`config.mk`:
```
export PLATFORM = sky130hd
export DESIGN_NAME = vdp1_cmd_sequencer_flat
export DESIGN_NICKNAME = d
export VERILOG_FILES = /design/src/rtl/vdp1_cmd_sequencer_if.sv /design/src/rtl/vdp1_cmd_sequencer.sv /design/src/flat_wrapper.sv
export SDC_FILE = /design/constraint.sdc
export NUM_CORES = 1
export LEC_CHECK = 0
export BUFFER_PORTS_ARGS = -buffer_cell sky130_fd_sc_hd__buf_2
export CORE_MARGIN = 5
export CORE_UTILIZATION = 35
export CTS_BUF_LIST = sky130_fd_sc_hd__clkbuf_4 sky130_fd_sc_hd__clkbuf_8
export DETAILED_ROUTE_END_ITERATION = 8
export GPL_TIMING_DRIVEN = 0
export MAX_ROUTING_LAYER = met4
export PLACE_DENSITY = 0.63
export SYNTH_ARGS = -nofsm -noshare
export SYNTH_HDL_FRONTEND = slang
export SYNTH_SLANG_ARGS = --single-unit
export TNS_END_PERCENT = 100
```
`constraint.sdc`:
```
create_clock -name CLK -period 5.65 [get_ports CLK]
set_input_delay 0.565 -clock CLK [delete_from_list [all_inputs] [get_ports CLK]]
set_output_delay 0.565 -clock CLK [all_outputs]
set_load 0.005 [all_outputs]
```
`src/rtl/vdp1_cmd_sequencer_if.sv`:
```
// VDP1 command sequencer bus bundle: VRAM read port and the command handshake to the draw engine.
// master = sequencer side, slave = arbiter/draw-engine side.
interface vdp1_cmd_sequencer_if;
  logic [17:0]  VRAM_A;
  logic         VRAM_RD;
  logic [15:0]  VRAM_D;
  logic         VRAM_RDY;
  logic [255:0] CMD;
  logic         CMD_VALID;
  logic         CMD_READY;

  modport master (
    output VRAM_A, VRAM_RD, CMD, CMD_VALID,
    input  VRAM_D, VRAM_RDY, CMD_READY
  );

  modport slave (
    input  VRAM_A, VRAM_RD, CMD, CMD_VALID,
    output VRAM_D, VRAM_RDY, CMD_READY
  );
endinterface

```
`src/rtl/vdp1_cmd_sequencer.sv`:
```
// VDP1 command-list walker: fetches 32-byte tables, follows END/JP/CMDLINK, issues drawable tables.
// Optional plot watchdog enabled by defining VDP1_CMD_WATCHDOG_EN.
module vdp1_cmd_sequencer #(
  parameter int unsigned CALL_DEPTH = 1,
  parameter logic [15:0] MAX_CMDS   = 16'd16383
) (
  input  logic                        CLK,
  input  logic                        RST_N,
  input  logic                        CE,
  input  logic                        START,
  vdp1_cmd_sequencer_if.master        bus,
  output logic [15:0]                 COPR,
  output logic [15:0]                 LOPR,
  output logic                        CEF,
  output logic                        BUSY,
  output logic                        WDOG_OVF
);

  localparam int unsigned SpW = $clog2(CALL_DEPTH + 1);

  typedef enum logic [2:0] {StIdle, StFetch, StIssue, StLink, StDone} state_e;

  state_e         state_q;
  logic [15:0]    ta_q;
  logic [3:0]     widx_q;
  logic [15:0]    words_q [15];
  logic           rd_q;
  logic [17:0]    addr_q;
  logic           cmd_valid_q;
  logic [15:0]    copr_q;
  logic [15:0]    lopr_q;
  logic           cef_q;
  logic           busy_q;
  logic [15:0]    stack_q [CALL_DEPTH];
  logic [SpW-1:0] sp_q;

  logic [1:0]     jp_link;
  logic           jp_skip;
  logic [15:0]    next_ta;
  logic [15:0]    link_target;
  logic           stack_empty;
  logic           stack_full;
  logic [SpW-1:0] sp_top;
  logic [SpW-1:0] push_idx;
  logic           wdog_hit;
  logic [255:0]   cmd_w;

  assign jp_link     = words_q[0][13:12];
  assign jp_skip     = words_q[0][14];
  assign next_ta     = ta_q + 16'd4;
  assign stack_empty = (sp_q == '0);
  assign stack_full  = (sp_q == SpW'(CALL_DEPTH));
  assign sp_top      = sp_q - SpW'(1);
  // A call on a full stack overwrites the top entry instead of growing.
  assign push_idx    = stack_full ? sp_top : sp_q;

  always_comb begin
    link_target = next_ta;
    unique case (jp_link)
      2'b00:        link_target = next_ta;
      2'b01, 2'b10: link_target = words_q[1] & 16'hFFFC;
      default:      link_target = stack_empty ? next_ta : stack_q[sp_top];
    endcase
  end

`ifdef VDP1_CMD_WATCHDOG_EN
  logic [15:0] cmd_cnt_q;
  logic        wdog_q;
  assign wdog_hit = ((cmd_cnt_q + 16'd1) == MAX_CMDS);
  assign WDOG_OVF = wdog_q;

  always_ff @(posedge CLK or negedge RST_N) begin
    if (!RST_N) begin
      cmd_cnt_q <= '0;
      wdog_q    <= 1'b0;
    end else if (CE) begin
      if (START) begin
        cmd_cnt_q <= '0;
        wdog_q    <= 1'b0;
      end else if (state_q == StLink) begin
        cmd_cnt_q <= cmd_cnt_q + 16'd1;
        if (wdog_hit) wdog_q <= 1'b1;
      end
    end
  end
`else
  logic unused_cfg;
  assign unused_cfg = ^MAX_CMDS;
  assign wdog_hit   = 1'b0;
  assign WDOG_OVF   = 1'b0;
`endif

  always_ff @(posedge CLK or negedge RST_N) begin
    if (!RST_N) begin
      state_q     <= StIdle;
      ta_q        <= '0;
      widx_q      <= '0;
      rd_q        <= 1'b0;
      addr_q      <= '0;
      cmd_valid_q <= 1'b0;
      copr_q      <= '0;
      lopr_q      <= '0;
      cef_q       <= 1'b0;
      busy_q      <= 1'b0;
      sp_q        <= '0;
      for (int i = 0; i < 15; i++) words_q[i] <= '0;
      for (int i = 0; i < int'(CALL_DEPTH); i++) stack_q[i] <= '0;
    end else if (CE) begin
      if (START) begin
        // Restart wins over everything, including a completing handshake or read.
        state_q     <= StFetch;
        ta_q        <= '0;
        copr_q      <= '0;
        widx_q      <= '0;
        rd_q        <= 1'b0;
        cmd_valid_q <= 1'b0;
        sp_q        <= '0;
        cef_q       <= 1'b0;
        busy_q      <= 1'b1;
      end else begin
        unique case (state_q)
          StIdle: ;
          StFetch: begin
            if (!rd_q) begin
              rd_q   <= 1'b1;
              addr_q <= {ta_q, 2'b00} + 18'(widx_q);
            end else if (bus.VRAM_RDY) begin
              rd_q            <= 1'b0;
              words_q[widx_q] <= bus.VRAM_D;
              if (widx_q == 4'd0 && bus.VRAM_D[15]) begin
                cef_q   <= 1'b1;
                copr_q  <= ta_q;
                state_q <= StDone;
              end else if (widx_q == 4'd1 && jp_skip) begin
                lopr_q  <= ta_q;
                state_q <= StLink;
              end else if (widx_q == 4'd14) begin
                cmd_valid_q <= 1'b1;
                state_q     <= StIssue;
              end else begin
                widx_q <= widx_q + 4'd1;
              end
            end
          end
          StIssue: begin
            if (bus.CMD_READY) begin
              lopr_q      <= ta_q;
              cmd_valid_q <= 1'b0;
              state_q     <= StLink;
            end
          end
          StLink: begin
            if (jp_link == 2'b10) begin
              stack_q[push_idx] <= next_ta;
              if (!stack_full) sp_q <= sp_q + SpW'(1);
            end else if (jp_link == 2'b11 && !stack_empty) begin
              sp_q <= sp_top;
            end
            if (wdog_hit) begin
              cef_q   <= 1'b1;
              copr_q  <= ta_q;
              state_q <= StDone;
            end else begin
              ta_q    <= link_target;
              copr_q  <= link_target;
              widx_q  <= '0;
              state_q <= StFetch;
            end
          end
          StDone: begin
            busy_q  <= 1'b0;
            state_q <= StIdle;
          end
          default: state_q <= StIdle;
        endcase
      end
    end
  end

  always_comb begin
    cmd_w = '0;
    for (int i = 0; i < 15; i++) cmd_w[255 - 16*i -: 16] = words_q[i];
  end

  assign bus.VRAM_A    = addr_q;
  assign bus.VRAM_RD   = rd_q;
  assign bus.CMD       = cmd_w;
  assign bus.CMD_VALID = cmd_valid_q;
  assign COPR          = copr_q;
  assign LOPR          = lopr_q;
  assign CEF           = cef_q;
  assign BUSY          = busy_q;

endmodule

```
`src/flat_wrapper.sv`:
```
// flat-port wrapper written by rule: the top's interface ports become plain ports
module vdp1_cmd_sequencer_flat 
#(
  parameter int unsigned CALL_DEPTH = 1,
  parameter logic [15:0] MAX_CMDS   = 16'd16383
)
  (CLK, RST_N, CE, START, COPR, LOPR, CEF, BUSY, WDOG_OVF, bus_VRAM_A, bus_VRAM_RD, bus_CMD, bus_CMD_VALID, bus_VRAM_D, bus_VRAM_RDY, bus_CMD_READY);
  vdp1_cmd_sequencer_if bus_i ();
  input  logic CLK;
  input  logic RST_N;
  input  logic CE;
  input  logic START;
  output logic [15:0] COPR;
  output logic [15:0] LOPR;
  output logic CEF;
  output logic BUSY;
  output logic WDOG_OVF;
  output wire logic [$bits(bus_i.VRAM_A)-1:0] bus_VRAM_A;
  output wire logic [$bits(bus_i.VRAM_RD)-1:0] bus_VRAM_RD;
  output wire logic [$bits(bus_i.CMD)-1:0] bus_CMD;
  output wire logic [$bits(bus_i.CMD_VALID)-1:0] bus_CMD_VALID;
  input wire logic [$bits(bus_i.VRAM_D)-1:0] bus_VRAM_D;
  input wire logic [$bits(bus_i.VRAM_RDY)-1:0] bus_VRAM_RDY;
  input wire logic [$bits(bus_i.CMD_READY)-1:0] bus_CMD_READY;
  assign bus_VRAM_A = bus_i.VRAM_A;
  assign bus_VRAM_RD = bus_i.VRAM_RD;
  assign bus_CMD = bus_i.CMD;
  assign bus_CMD_VALID = bus_i.CMD_VALID;
  assign bus_i.VRAM_D = bus_VRAM_D;
  assign bus_i.VRAM_RDY = bus_VRAM_RDY;
  assign bus_i.CMD_READY = bus_CMD_READY;
  vdp1_cmd_sequencer #(.CALL_DEPTH(CALL_DEPTH), .MAX_CMDS(MAX_CMDS)) u_core (.CLK(CLK), .RST_N(RST_N), .CE(CE), .START(START), .bus(bus_i), .COPR(COPR), .LOPR(LOPR), .CEF(CEF), .BUSY(BUSY), .WDOG_OVF(WDOG_OVF));
endmodule
```
==> metrics.md <==
| Metric | Value |
|---|---|
| Max_slew headroom | `between 30% and 40%` |
| Unrepaired setup endpoints after global routing | `no` |
| Placed Area | `around 17000 µm²` |
| Synth top area cells | `dfrtp_1, mux2_2, mux2_4, nand2_1, clkbuf_1` |
| Flop2flop setup slack | `around 2700 ps` |
| MaxCap Viol Count | `0` |
| Hold_sp | `bus_VRAM_D[2]` |
| Via density per instance | `about 4.9` |
| CP Class | `register to register` |
| Ys Warns | `0` |
| P&R area growth vs syn | `24.7%` |
| Vias | `10100` |
| Final wirelength | `~43000 µm` |
| PD cells | `374 nW/µm²` |
| Die Wd | `approximately 210 µm` |
| Sequential fraction of the synthesis area | `a little under three fifths` |
| DR DRC count | `0` |
| Synth area leader | `dfrtp_1` |
| H-tree Lvls | `2` |
| RD Place Congestion | `0.872` |
| Worst path max stage delay | `around 510 ps` |
| Crit Path Max Fanout | `10` |
| DR iter-0 viols | `between 600 and 700` |
| IO Port Bufs | `about 310` |
| Fin crit share | `about 53%` |
| Leakage power | `approximately 10 nW` |
| Critical Path Slowest Stage Cell | `nor4_1` |
| Starting Density | `approximately 35%` |
| Wire per inst | `around 21 µm` |
| Setup Skew | `roughly 29 ps` |
| CTS root buffer | `clkbuf_8` |
| Placed wire-length estimate | `about 31000 µm` |
| Count of pins over their slew limit | `0` |
| Netlist cell types | `between 60 and 70` |
| Required time worst endpoint | `6130 ps` |
| WHS Path Cells | `2` |
| Share of cells above drive strength 1 | `48.7%` |
| Post-synth top area share | `a little under three fifths` |
| CTS tree | `yes` |
| Largest net degree at the start of global routing | `118` |
| Fin crit period | `around 3000 ps` |
| Post-layout nets | `1514` |
| Number of global-route vias before repair | `about 11000` |
| Critical Path AT | `3470 ps` |
| Die H | `roughly 210 µm` |
| Most common flop cell mapped by yosys | `dfrtp_1` |
| I/O pin count | `roughly 330` |
| Synth Register Bits | `about 330` |
| Mean Syn Cell Area | `~13 µm²` |
| Reg-to-reg endpoint | `u_core.COPR[9]$_DFFE_PN0P_` |
| Post-synth EDFFs | `0` |
| Post-route ant nets | `0` |
| Synthesized cell area | `~15000 µm²` |
| Final hold violation count | `0` |
| Site row count | `74` |
| GRT Total Usage | `between 10% and 20%` |
| Post-Synthesis Cells | `around 1100` |
| FFs w/ async S/R, synth | `100%` |
| Num CTS Buffers | `56` |
| Max frequency | `334 MHz` |
| Most common cell after layout, fill and taps aside | `dfrtp_1` |
| Chain of cells forming the critical path | `inv_1 -> ha_1 -> clkbuf_1 -> nand2_1 -> nor4_1 -> o21ai_1 -> clkbuf_1 -> nand2_1 -> o31ai_1` |
| Die footprint | `45700 µm²` |
| Worst-Skew Late Latency | `650 ps` |
| Worst r2r src | `u_core.widx_q[0]$_DFFE_PN0P_` |
| CTS sink cnt | `334` |
| CP Capture Type | `register` |
| Initial DRT Pass Iterations | `8` |
| Initial antenna violation count | `0` |
| Commonest cells after routing, fill and taps aside | `dfrtp_1, buf_2, mux2_2` |
| Grt ovf | `0` |
| Hold Path Sink | `u_core.bus.CMD[114]$_DFFE_PN0P_` |
| Worst min path class | `primary input to register` |
| Worst r2r path cells | `9` |
| Fin Hold WS | `229 ps` |
| Clock Tree Buf Depth | `3` |
| CTS-repair resized insts | `0` |
| Diode count | `0` |
| Startpoint types | `register` |
| First-pass GRT wire length | `65100 µm` |
| Design Area, Final | `18100 µm²` |
| Slew @ Worst Pin | `about 940 ps` |
| Worst-path clk slew | `~60 ps` |
| # setup viols final | `0` |
| Maximum resistive drop on vdd | `around 0.30 mV` |
| Core Footprint | `approximately 41000 µm²` |
| Status | `complete, no violations` |
## stage by stage
stage               utilization [%]  TNS (ps)  power [mW]  worst slack, ps  instances
floorplan                         -         0        3.77             3300       1105
finish                         44.2         0        6.78             2650       2053
global placement               41.1   -812340        4.45            -2470       1951
CTS                            44.2         0        6.87             2650       2053
global route                   44.2         0        7.15             2430       2053
detailed placement             41.2         0        4.49             2680       1953
## flip-flops by register name, summed over array words and instances (netlist names)
name	flops
u_core.bus.CMD	240
u_core.CEF	1
u_core.ta_q	16
u_core.stack_q	16
u_core.BUSY	1
u_core.state_q	3
u_core.LOPR	16
u_core.COPR	16
u_core.widx_q	4
u_core.bus.VRAM_RD	1
u_core.sp_q	1
u_core.bus.VRAM_A	18
u_core.bus.CMD_VALID	1
## power by group
group	switching, mW	internal (mW)	total (mW)
combinational	0.834	0.631	1.46
sequential	0.261	2.72	2.98
clock	1.01	1.33	2.33
## synth_stat cells, types with 3 or more instances
library cell and count:
a211oi_1 3, a21o_1 7, a21oi_1 39, a221o_1 4
a221oi_1 6, a22oi_1 4, and2_1 7, buf_2 14
buf_4 17, buf_6 8, clkbuf_1 56, dfrtp_1 334
ha_1 11, inv_1 11, mux2_2 188, mux2_4 80
mux2i_1 3, nand2_1 73, nand2_4 8, nand3_1 25
nand4_1 8, nor2_1 43, nor2b_1 5, nor3_1 7
nor3b_4 3, nor4_1 6, o211ai_1 3, o21a_1 3
o21ai_0 35, o21bai_1 3, o22ai_1 5, o31a_1 3
o31ai_1 5, xnor2_1 11, xor2_1 10
## critical path, delay by kind of cell, from the launching register on
| kind | cells | cell delay [ps] |
|---|---|---|
| simple gates | 3 | 820 |
| fa+ha+maj | 1 | 140 |
| buf+inv | 3 | 880 |
| flops | 1 | 450 |
| compound gates | 2 | 520 |
## cell families after synthesis
family	after synthesis	synth area share, %
compound gates	139	6.12
xor+xnor	21	1.26
fa+ha+maj	12	1.08
buf+inv	108	3.76
flops	334	57.5
mux	271	23.0
other cells	1	0.0258
simple gates	203	7.28
## routing by layer
metal	global-route usage, %	vias up	wire (µm)
met4	4.98	0	680
met2	29.5	379	19900
met3	5.93	48	3840
met1	24.5	5085	18300
li1	-	4592	-
met5	-	-	0
## cell type report
type	instances	area (µm²)
fill	3795	22900
timing repair buffer	317	1650
buffer	97	505
sequential	334	8360
clock buffer	82	1050
clock inverter	17	175
inverter	11	41.3
multi-input combinational	663	5700
tap	532	666
## worst max path at each step
stage                                 start                        endpoint  slack [ps]  depth (start not counted)
2_1_floorplan  u_core.widx_q[0]$_DFFE_PN0P_     u_core.LOPR[10]$_DFFE_PN0P_        3300                          9
3_3_place_gp                          RST_N  u_core.bus.CMD[26]$_DFFE_PN0P_       -2470                          1
3_5_place_dp   u_core.widx_q[3]$_DFFE_PN0P_  u_core.bus.CMD[27]$_DFFE_PN0P_        2680                          5
4_1_cts        u_core.widx_q[3]$_DFFE_PN0P_  u_core.bus.CMD[22]$_DFFE_PN0P_        2650                          5
5_1_grt        u_core.widx_q[3]$_DFFE_PN0P_  u_core.bus.CMD[22]$_DFFE_PN0P_        2430                          5
6_report       u_core.widx_q[0]$_DFFE_PN0P_      u_core.COPR[9]$_DFFE_PN0P_        2650                          9
## timing repair
action | in CTS | in global routing
endpoints found under the hold margin | 63 | 0
setup endpoints to repair | 0 | 0
setup buffers | 0 | 0
hold buffers | 1 | 0
No activity file was read; power rests on OpenSTA's default activity.
